$ cat src/rtl/servo_pwm_array_if.sv
// servo_pwm_array_if: target-write bus for servo_pwm_array
//   wr_en  one-cycle write strobe
//   wr_ch  channel index (CW bits)
//   wr_us  requested pulse width in us (W bits)
interface servo_pwm_array_if #(
    parameter int CW = 3,
    parameter int W  = 16
);
    logic          wr_en;
    logic [CW-1:0] wr_ch;
    logic [W-1:0]  wr_us;
    modport master (output wr_en, wr_ch, wr_us);
    modport slave  (input  wr_en, wr_ch, wr_us);
endinterface

$ cat src/rtl/servo_pwm_array.sv
// servo_pwm_array: N-channel servo PWM with per-channel clamped targets and slew limiting
//   clk, rst_n   clock, asynchronous active-low reset
//   enable       output enable, sampled at frame start
//   wr           target write bus (wr_en, wr_ch, wr_us)
//   pwm_out      registered PWM outputs, one per channel
//   cur_us       current slewed width per channel, ch i at [i*W +: W]
//   at_target    per-channel cur == target flag, registered
//   frame_start  one-cycle pulse as the frame counter wraps to 0
module servo_pwm_array #(
    parameter int CLK_HZ         = 50_000_000,
    parameter int N_CH           = 5,
    parameter int W              = 16,
    parameter int FRAME_US       = 20000,
    parameter int MIN_US         = 1000,
    parameter int MAX_US         = 2000,
    parameter int INIT_US        = 1500,
    parameter int STEP_US        = 10,
    parameter int STEP_PERIOD_US = 5000
) (
    input  logic                  clk,
    input  logic                  rst_n,
    input  logic                  enable,
    servo_pwm_array_if.slave      wr,
    output logic [N_CH-1:0]       pwm_out,
    output logic [N_CH*W-1:0]     cur_us,
    output logic [N_CH-1:0]       at_target,
    output logic                  frame_start
);
    localparam int CW  = N_CH > 1 ? $clog2(N_CH) : 1;
    localparam int DIV = CLK_HZ / 1_000_000;
    localparam int PW  = DIV > 1 ? $clog2(DIV) : 1;
    localparam logic [PW-1:0] PRE_TOP = PW'(DIV - 1);
    localparam logic [W-1:0] FRAME_TOP = W'(FRAME_US - 1);
    localparam logic [W-1:0] STEP_TOP  = W'(STEP_PERIOD_US - 1);
    localparam logic [W-1:0] MIN_W     = W'(MIN_US);
    localparam logic [W-1:0] MAX_W     = W'(MAX_US);
    localparam logic [W-1:0] INIT_W    = W'(INIT_US);
    localparam logic [W-1:0] STEP_W    = W'(STEP_US);

    logic [PW-1:0] pre;
    logic [W-1:0]  us_cnt, step_cnt, wr_clamped;
    logic          en_frame, us_tick, wrap, step_tick;
    logic [W-1:0]  target [N_CH];
    logic [W-1:0]  cur    [N_CH];
    logic [W-1:0]  shadow [N_CH];
    logic [W-1:0]  cur_nx [N_CH];

    assign us_tick    = pre == PRE_TOP;
    assign wrap       = us_tick && us_cnt == FRAME_TOP;
    assign step_tick  = us_tick && step_cnt == STEP_TOP;
    assign wr_clamped = wr.wr_us < MIN_W ? MIN_W : wr.wr_us > MAX_W ? MAX_W : wr.wr_us;

    // Step toward target by at most STEP_W; comparing the gap first keeps
    // every sum/difference inside W bits, so nothing can wrap.
    always_comb begin
        for (int i = 0; i < N_CH; i++) begin
            cur_nx[i] = cur[i] < target[i] ? (target[i] - cur[i] > STEP_W ? cur[i] + STEP_W : target[i])
                      : cur[i] > target[i] ? (cur[i] - target[i] > STEP_W ? cur[i] - STEP_W : target[i])
                      : cur[i];
            cur_us[i*W +: W] = cur[i];
        end
    end

    // Shadow and en_frame are latched on the wrap edge so the first cycle of
    // each frame already sees the new width; pwm_out lags us_cnt by one clk.
    always_ff @(posedge clk or negedge rst_n) begin
        if (!rst_n) begin
            pre         <= '0;
            us_cnt      <= '0;
            step_cnt    <= '0;
            en_frame    <= 1'b0;
            frame_start <= 1'b0;
            pwm_out     <= '0;
            at_target   <= '1;
            for (int i = 0; i < N_CH; i++) begin
                target[i] <= INIT_W;
                cur[i]    <= INIT_W;
                shadow[i] <= INIT_W;
            end
        end else begin
            pre         <= us_tick ? '0 : pre + 1'b1;
            frame_start <= wrap;
            if (us_tick) begin
                us_cnt   <= wrap ? '0 : us_cnt + 1'b1;
                step_cnt <= step_tick ? '0 : step_cnt + 1'b1;
            end
            if (wrap) en_frame <= enable;
            for (int i = 0; i < N_CH; i++) begin
                if (wr.wr_en && wr.wr_ch == CW'(i)) target[i] <= wr_clamped;
                if (step_tick) cur[i] <= cur_nx[i];
                if (wrap) shadow[i] <= cur[i];
                pwm_out[i]   <= en_frame && us_cnt < shadow[i];
                at_target[i] <= cur[i] == target[i];
            end
        end
    end
endmodule

$ cat src/flat_wrapper.sv
// flat-port wrapper written by rule: the top's interface ports become plain ports
module servo_pwm_array_flat 
#(
    parameter int CLK_HZ         = 50_000_000,
    parameter int N_CH           = 5,
    parameter int W              = 16,
    parameter int FRAME_US       = 20000,
    parameter int MIN_US         = 1000,
    parameter int MAX_US         = 2000,
    parameter int INIT_US        = 1500,
    parameter int STEP_US        = 10,
    parameter int STEP_PERIOD_US = 5000
)
  (clk, rst_n, enable, pwm_out, cur_us, at_target, frame_start, wr_wr_en, wr_wr_ch, wr_wr_us);
  servo_pwm_array_if #(.CW(3), .W(W)) wr_i ();
  input  logic clk;
  input  logic rst_n;
  input  logic enable;
  output logic [N_CH-1:0] pwm_out;
  output logic [N_CH*W-1:0] cur_us;
  output logic [N_CH-1:0] at_target;
  output logic frame_start;
  input wire logic [$bits(wr_i.wr_en)-1:0] wr_wr_en;
  input wire logic [$bits(wr_i.wr_ch)-1:0] wr_wr_ch;
  input wire logic [$bits(wr_i.wr_us)-1:0] wr_wr_us;
  assign wr_i.wr_en = wr_wr_en;
  assign wr_i.wr_ch = wr_wr_ch;
  assign wr_i.wr_us = wr_wr_us;
  servo_pwm_array #(.CLK_HZ(CLK_HZ), .N_CH(N_CH), .W(W), .FRAME_US(FRAME_US), .MIN_US(MIN_US), .MAX_US(MAX_US), .INIT_US(INIT_US), .STEP_US(STEP_US), .STEP_PERIOD_US(STEP_PERIOD_US)) u_core (.clk(clk), .rst_n(rst_n), .enable(enable), .wr(wr_i), .pwm_out(pwm_out), .cur_us(cur_us), .at_target(at_target), .frame_start(frame_start));
endmodule
$ cat config.mk
export PLATFORM = sky130hd
export DESIGN_NAME = servo_pwm_array_flat
export DESIGN_NICKNAME = d
export VERILOG_FILES = /design/src/rtl/servo_pwm_array_if.sv /design/src/rtl/servo_pwm_array.sv /design/src/flat_wrapper.sv
export SDC_FILE = /design/constraint.sdc
export NUM_CORES = 1
export LEC_CHECK = 0
export ABC_CLOCK_PERIOD_IN_PS = 3700
export CORE_ASPECT_RATIO = 0.7
export CORE_MARGIN = 10
export CORE_UTILIZATION = 30
export CTS_BUF_LIST = sky130_fd_sc_hd__clkbuf_8 sky130_fd_sc_hd__clkbuf_16
export DETAILED_ROUTE_END_ITERATION = 16
export GPL_TIMING_DRIVEN = 0
export PLACE_DENSITY_LB_ADDON = 0.05
export SLEW_MARGIN = 20
export SYNTH_ARGS = -nofsm -noshare
export SYNTH_HDL_FRONTEND = slang
export SYNTH_SLANG_ARGS = --single-unit
$ cat constraint.sdc
create_clock -name clk -period 3.7 [get_ports clk]
set_input_delay 0.555 -clock clk [delete_from_list [all_inputs] [get_ports clk]]
set_output_delay 0.555 -clock clk [all_outputs]
set_load 0.05 [all_outputs]
; ---- Word level (Yosys, flattened, before mapping)
; Cells that the tools add are included.
[classes]
n_addsub = 23
reduce_logical = 23
eq_ne = 12
magnitude_cmp = 27
n_mux = 25
[op_table]
columns = op, count
row1 = $mux W16, 24
row2 = $gt A16 B4 Y1 const B, 10
row3 = $lt A16 B16 Y1, 10
row4 = $sub A16 B16 Y16, 10
row5 = $add A16 B4 Y16 const B, 5
row6 = $eq A16 B16 Y1, 5
row7 = $gt A16 B16 Y1, 5
row8 = $sub A16 B4 Y16 const B, 5
row9 = $add A16 B1 Y16 const B, 2
row10 = $eq A16 B13 Y1 const B, 1
row11 = $eq A16 B15 Y1 const B, 1
row12 = $gt A16 B11 Y1 const B, 1
row13 = $lt A16 B10 Y1 const B, 1
row14 = $logic_and A1 B1 Y1, 12
row15 = $reduce_and A2 Y1, 5
row16 = $reduce_bool A2 Y1, 5
row17 = $add A6 B1 Y6 const B, 1
row18 = $eq A3 B2 Y1 const B, 2
row19 = $eq A6 B6 Y1 const B, 1
row20 = $mux W6, 1
row21 = $eq A3 B1 Y1 const B, 1
row22 = $eq A3 B3 Y1 const B, 1
row23 = $logic_not A3 Y1, 1
[totals]
inputBits = 23
reg_bits = 290
elab_cells = 132
output_inout_bits = 91

; ---- Depth between registers and ports, before layout
[logic_depth]
ltp_word = 5
ltp_mapped = 17
mapped_depth_nobuf = 14

; ---- Least setup slack after synthesis
; OpenSTA, ideal clock, no wires.
[synth_timing]
kind = register to register
from = register u_core.cur, in the netlist u_core.cur_us[54]
to = register u_core.cur, in the netlist u_core.cur_us[59]
t_arrival_ns = 3.954
path_slack_ns = -0.375
required_ns = 3.579
path_buffers = 1
synth_period_minus_slack_ns = 4.075
path_stages_with_launch = 14
cell_sequence = dfstp_2 -> clkbuf_1 -> inv_1 -> ha_1 -> a21oi_1 -> or3_1 -> o21ai_0 -> a311oi_1 -> mux2_2 -> o311ai_1 -> a31oi_4 -> nor2b_1 -> a2111o_1 -> a22o_1
[synth_via]
elab_chain_len = 5
elab_cells_between_ends = 14
classes_between = add/sub (4) / order compare (4) / mux (4) / reduce/logical (2)
[synth_lines]
columns = item, line_no
row1 = "start, declared", servo_pwm_array.sv:44  ; logic [W-1:0] cur [N_CH];
row2 = "start signal, assigned by index", servo_pwm_array.sv:90  ; if (step_tick) cur[i] <= cur_nx[i];
row3 = $sub A16 B16 Y16, servo_pwm_array.sv:58  ; : cur[i] > target[i] ? (cur[i] - target[i] > STEP_W ? cur[i] - STEP_W : target[i])
row4 = $gt A16 B4 Y1, servo_pwm_array.sv:58
row5 = $mux W16 (2 in series), servo_pwm_array.sv:58
row6 = $mux W16, servo_pwm_array.sv:57  ; cur_nx[i] = cur[i] < target[i] ? (target[i] - cur[i] > STEP_W ? cur[i] + STEP_W : target[i])
; Parallel ways exist; a longest one is shown, timed or not. The select of a mux whose other input is x is not followed.
; A chain may end at the register's enable or synchronous reset.

; ---- Final worst setup path
[layout_timing]
from = register u_core.cur, in the netlist u_core.cur_us[34]
to = register u_core.cur, in the netlist u_core.cur_us[36]
; Same word-level chain as after synthesis.

==> reports/metrics.csv <==
metric;value;unit
status;finished, violations left;
failing checks;negative setup slack;
Worst Slack Setup Final;-120;ps
worst hold path class;flip-flop to flip-flop;
clk_skew;22.7;ps
H-tree depth;2;
die height;264;µm
total power;10.4;mW
Synth Flop Type;dfrtp_1;
via count of the first global-routing pass;25309;
WP data required;4160;ps
area of the multi-input gates;18700;µm²
Syn Nets;3464;
Fmax achieved;262;MHz
register area share after synthesis;29.0;%
Area contributors post-synth;dfrtp_1 (18%), ha_1 (12%), dfstp_2 (11%), o21ai_0 (6.2%), nand2_1 (4.6%);
Reg area;7470;µm²
syn avg cell area;8.01;µm²
clk slew on worst S/H paths;60;ps
crit path max fanout;7;
max_cap viols;0;
# setup viols final;27;
Final Util;40.4;%
via count;26589;
post-synthesis register bit count;290;
crit-path cells;inv_4 -> ha_4 -> buf_8 -> nand3b_1 -> buf_4 -> a21o_1 -> a31oi_2 -> o21ai_0 -> a2111oi_4 -> buf_4 -> a41oi_4 -> buf_6 -> a32o_1 -> a221oi_2 -> a22oi_1;
fraction of layout cells with a size suffix above 1;26.3;%
die area;97300;µm²
max incr delay on CP;640;ps
Worst setup SP type;flip-flop;
post-synth cell types;104;
clock latency at the later pin of the worst-skew pair;550;ps
area added between synthesis and finish;33.5;%
clk root buf;clkbuf_16;
I/O pin count;114;
Least-Margin Pin Slew;1070;ps
post-synth top area share;17.7;%
Fillers;8641;
RSZ-0062 raised after global routing;yes;
Yosys warnings;0;
die width;369;µm
Max clock buf depth;3;
# port buffers;112;
total CTS buffers;35;
most frequent CP cell;buf_4;
Inst Count DP;4441;
Pwr Density;307;nW/µm²
drt drc;0;
router iterations before antenna repair;5;
clk sinks;290;
synthesized netlist cell count;3187;
Post-synth EDFFs;0;
HPWL Detailed;81.5;mm
area leader, netlist;dfrtp_1;
crit end category;flip-flop;
worst setup path category;flip-flop to flip-flop;
Tcrit/Tclk final;103;%
most frequent cell after synthesis;o21ai_0;
Hold Vio Cnt, Final;0;
CTS tree;yes;
slowest library cell on the worst path;dfstp_4;
static leakage;13.9;nW
Final Instance Count excl. Fillers;4730;
number of antenna violations at the first check in global routing;1;
ANT nets after route;0;
All-Layer GR Usage;21.4;%
largest net degree at the start of global routing;87;
worst path arrival time;4280;ps
Final min period;3820;ps
initial core utilization;30.3;%
layout net count;3844;
commonest cells in the netlist;o21ai_0 (317), nand2_1 (313), inv_1 (287);
Netlist Area Pre-Place;25500;µm²
worst rel slew slack;28.5;%
core area;84300;µm²
Slew Viols, Final;0;
routability cong.;0.873;
DR WL/cell;23.3;µm
ys async rst share;100;%
final wirelength;110;mm
VDD IR max;0.269;mV
vias per inst;5.62;
# rows;89;
gr ovfl total;0;
DRT iter0 DRCs;2259;
global-route wire length before repair;165;mm
timing repair:
item / CTS / global route
endpoints found under the setup margin: 110 / 104
cloned: 6 / 4
buffers inserted: 141 / 92
hold buffers: 1 / 0
endpoints found under the hold margin: 40 / 0
pin swaps: 106 / 157
gates resized for setup: 413 / 312
layer usage:
metal	GRT usage (%)	wire length [µm]	vias to the layer above
met5	0	0	-
met2	30.2	44700	869
met3	3.67	7180	95
li1	-	-	12382
met4	2.45	1100	0
met1	34.0	57300	13243
power by group:
part / switching, mW / total (mW) / internal, mW
clock: 1.50 / 3.43 / 1.93
combinational: 2.06 / 3.53 / 1.47
sequential: 0.172 / 3.49 / 3.31
state kept, by name (all words and copies together), names as in the netlist:
name,flops
u_core.shadow,80
u_core.us_cnt,16
u_core.target,80
u_core.pwm_out,5
u_core.cur_us,80
u_core.step_cnt,16
u_core.at_target,5
u_core.frame_start,1
u_core.pre,6
u_core.en_frame,1
stage by stage:
stage	hold WS, ps	instance area, µm²	setup WS (ps)	TNS [ps]
final	490	34100	-120	-1420
after floorplan	259	25800	-64.1	-64.1
after detailed placement	483	28400	-1360	-73320
after CTS	496	32100	-146	-1460
after global routing	528	34100	-263	-5980
after global placement	467	28300	-12600	-2947270
critical path: cells and delay by family (launching register included):
family | cells | cell delay (ps)
buffers and inverters | 5 | 780
adders and majority gates | 1 | 260
and+or+nand+nor | 1 | 170
DFF | 1 | 640
AOI/OAI and AO/OA | 8 | 1860
cells by family (layout without fill, tap and decap cells):
family / after synthesis / after routing / synth area share [%]
compound gates: 1059 / 1061 / 27.3
fa+ha+maj: 254 / 254 / 12.7
flops: 290 / 290 / 29.0
simple gates: 1018 / 1019 / 19.8
other cells: 0 / 1 / 0
mux: 27 / 28 / 1.10
xor+xnor: 97 / 97 / 3.33
buf+inv: 442 / 843 / 6.72
worst paths after layout:
path | start | to | slack, ps | cells past startpoint
setup / recovery | u_core.cur_us[34]$_DFFE_PN1P_ | u_core.cur_us[36]$_DFFE_PN1P_ | -120 | 15
hold / removal | u_core.shadow[48]$_DFFE_PN0P_ | u_core.shadow[48]$_DFFE_PN0P_ | 490 | 2
setup reg to reg | u_core.cur_us[34]$_DFFE_PN1P_ | u_core.cur_us[36]$_DFFE_PN1P_ | -120 | 15
hold reg to reg | u_core.shadow[48]$_DFFE_PN0P_ | u_core.shadow[48]$_DFFE_PN0P_ | 490 | 2
max in group asynchronous | rst_n | u_core.cur_us[77]$_DFFE_PN0P_ | 1880 | 4
min in group asynchronous | rst_n | u_core.target[28]$_DFFE_PN0P_ | 520 | 2
cells in the final DEF (no fill, tap or decap), drive strengths merged, types with 65 or more instances in the layout:
master	count
nand3	110
a21o	78
buf	298
dfrtp	180
xnor2	65
o21ai	333
clkbuf	123
nand2	314
ha	244
nor3	93
inv	293
a21oi	237
clkdlybuf4s50	111
nor2	174
dfstp	110
cell type report:
cell class                 instances  share of cell area [%]
clock buffer                      40                    2.81
antenna                            1                 0.00735
multi-input combinational       2459                    54.8
sequential                       290                    21.9
tap                             1137                    4.18
clock inverter                    22                   0.452
buffer                           137                    2.81
timing repair buffer             357                    9.74
inverter                         287                    3.29
(Power assumes the default switching activity.)
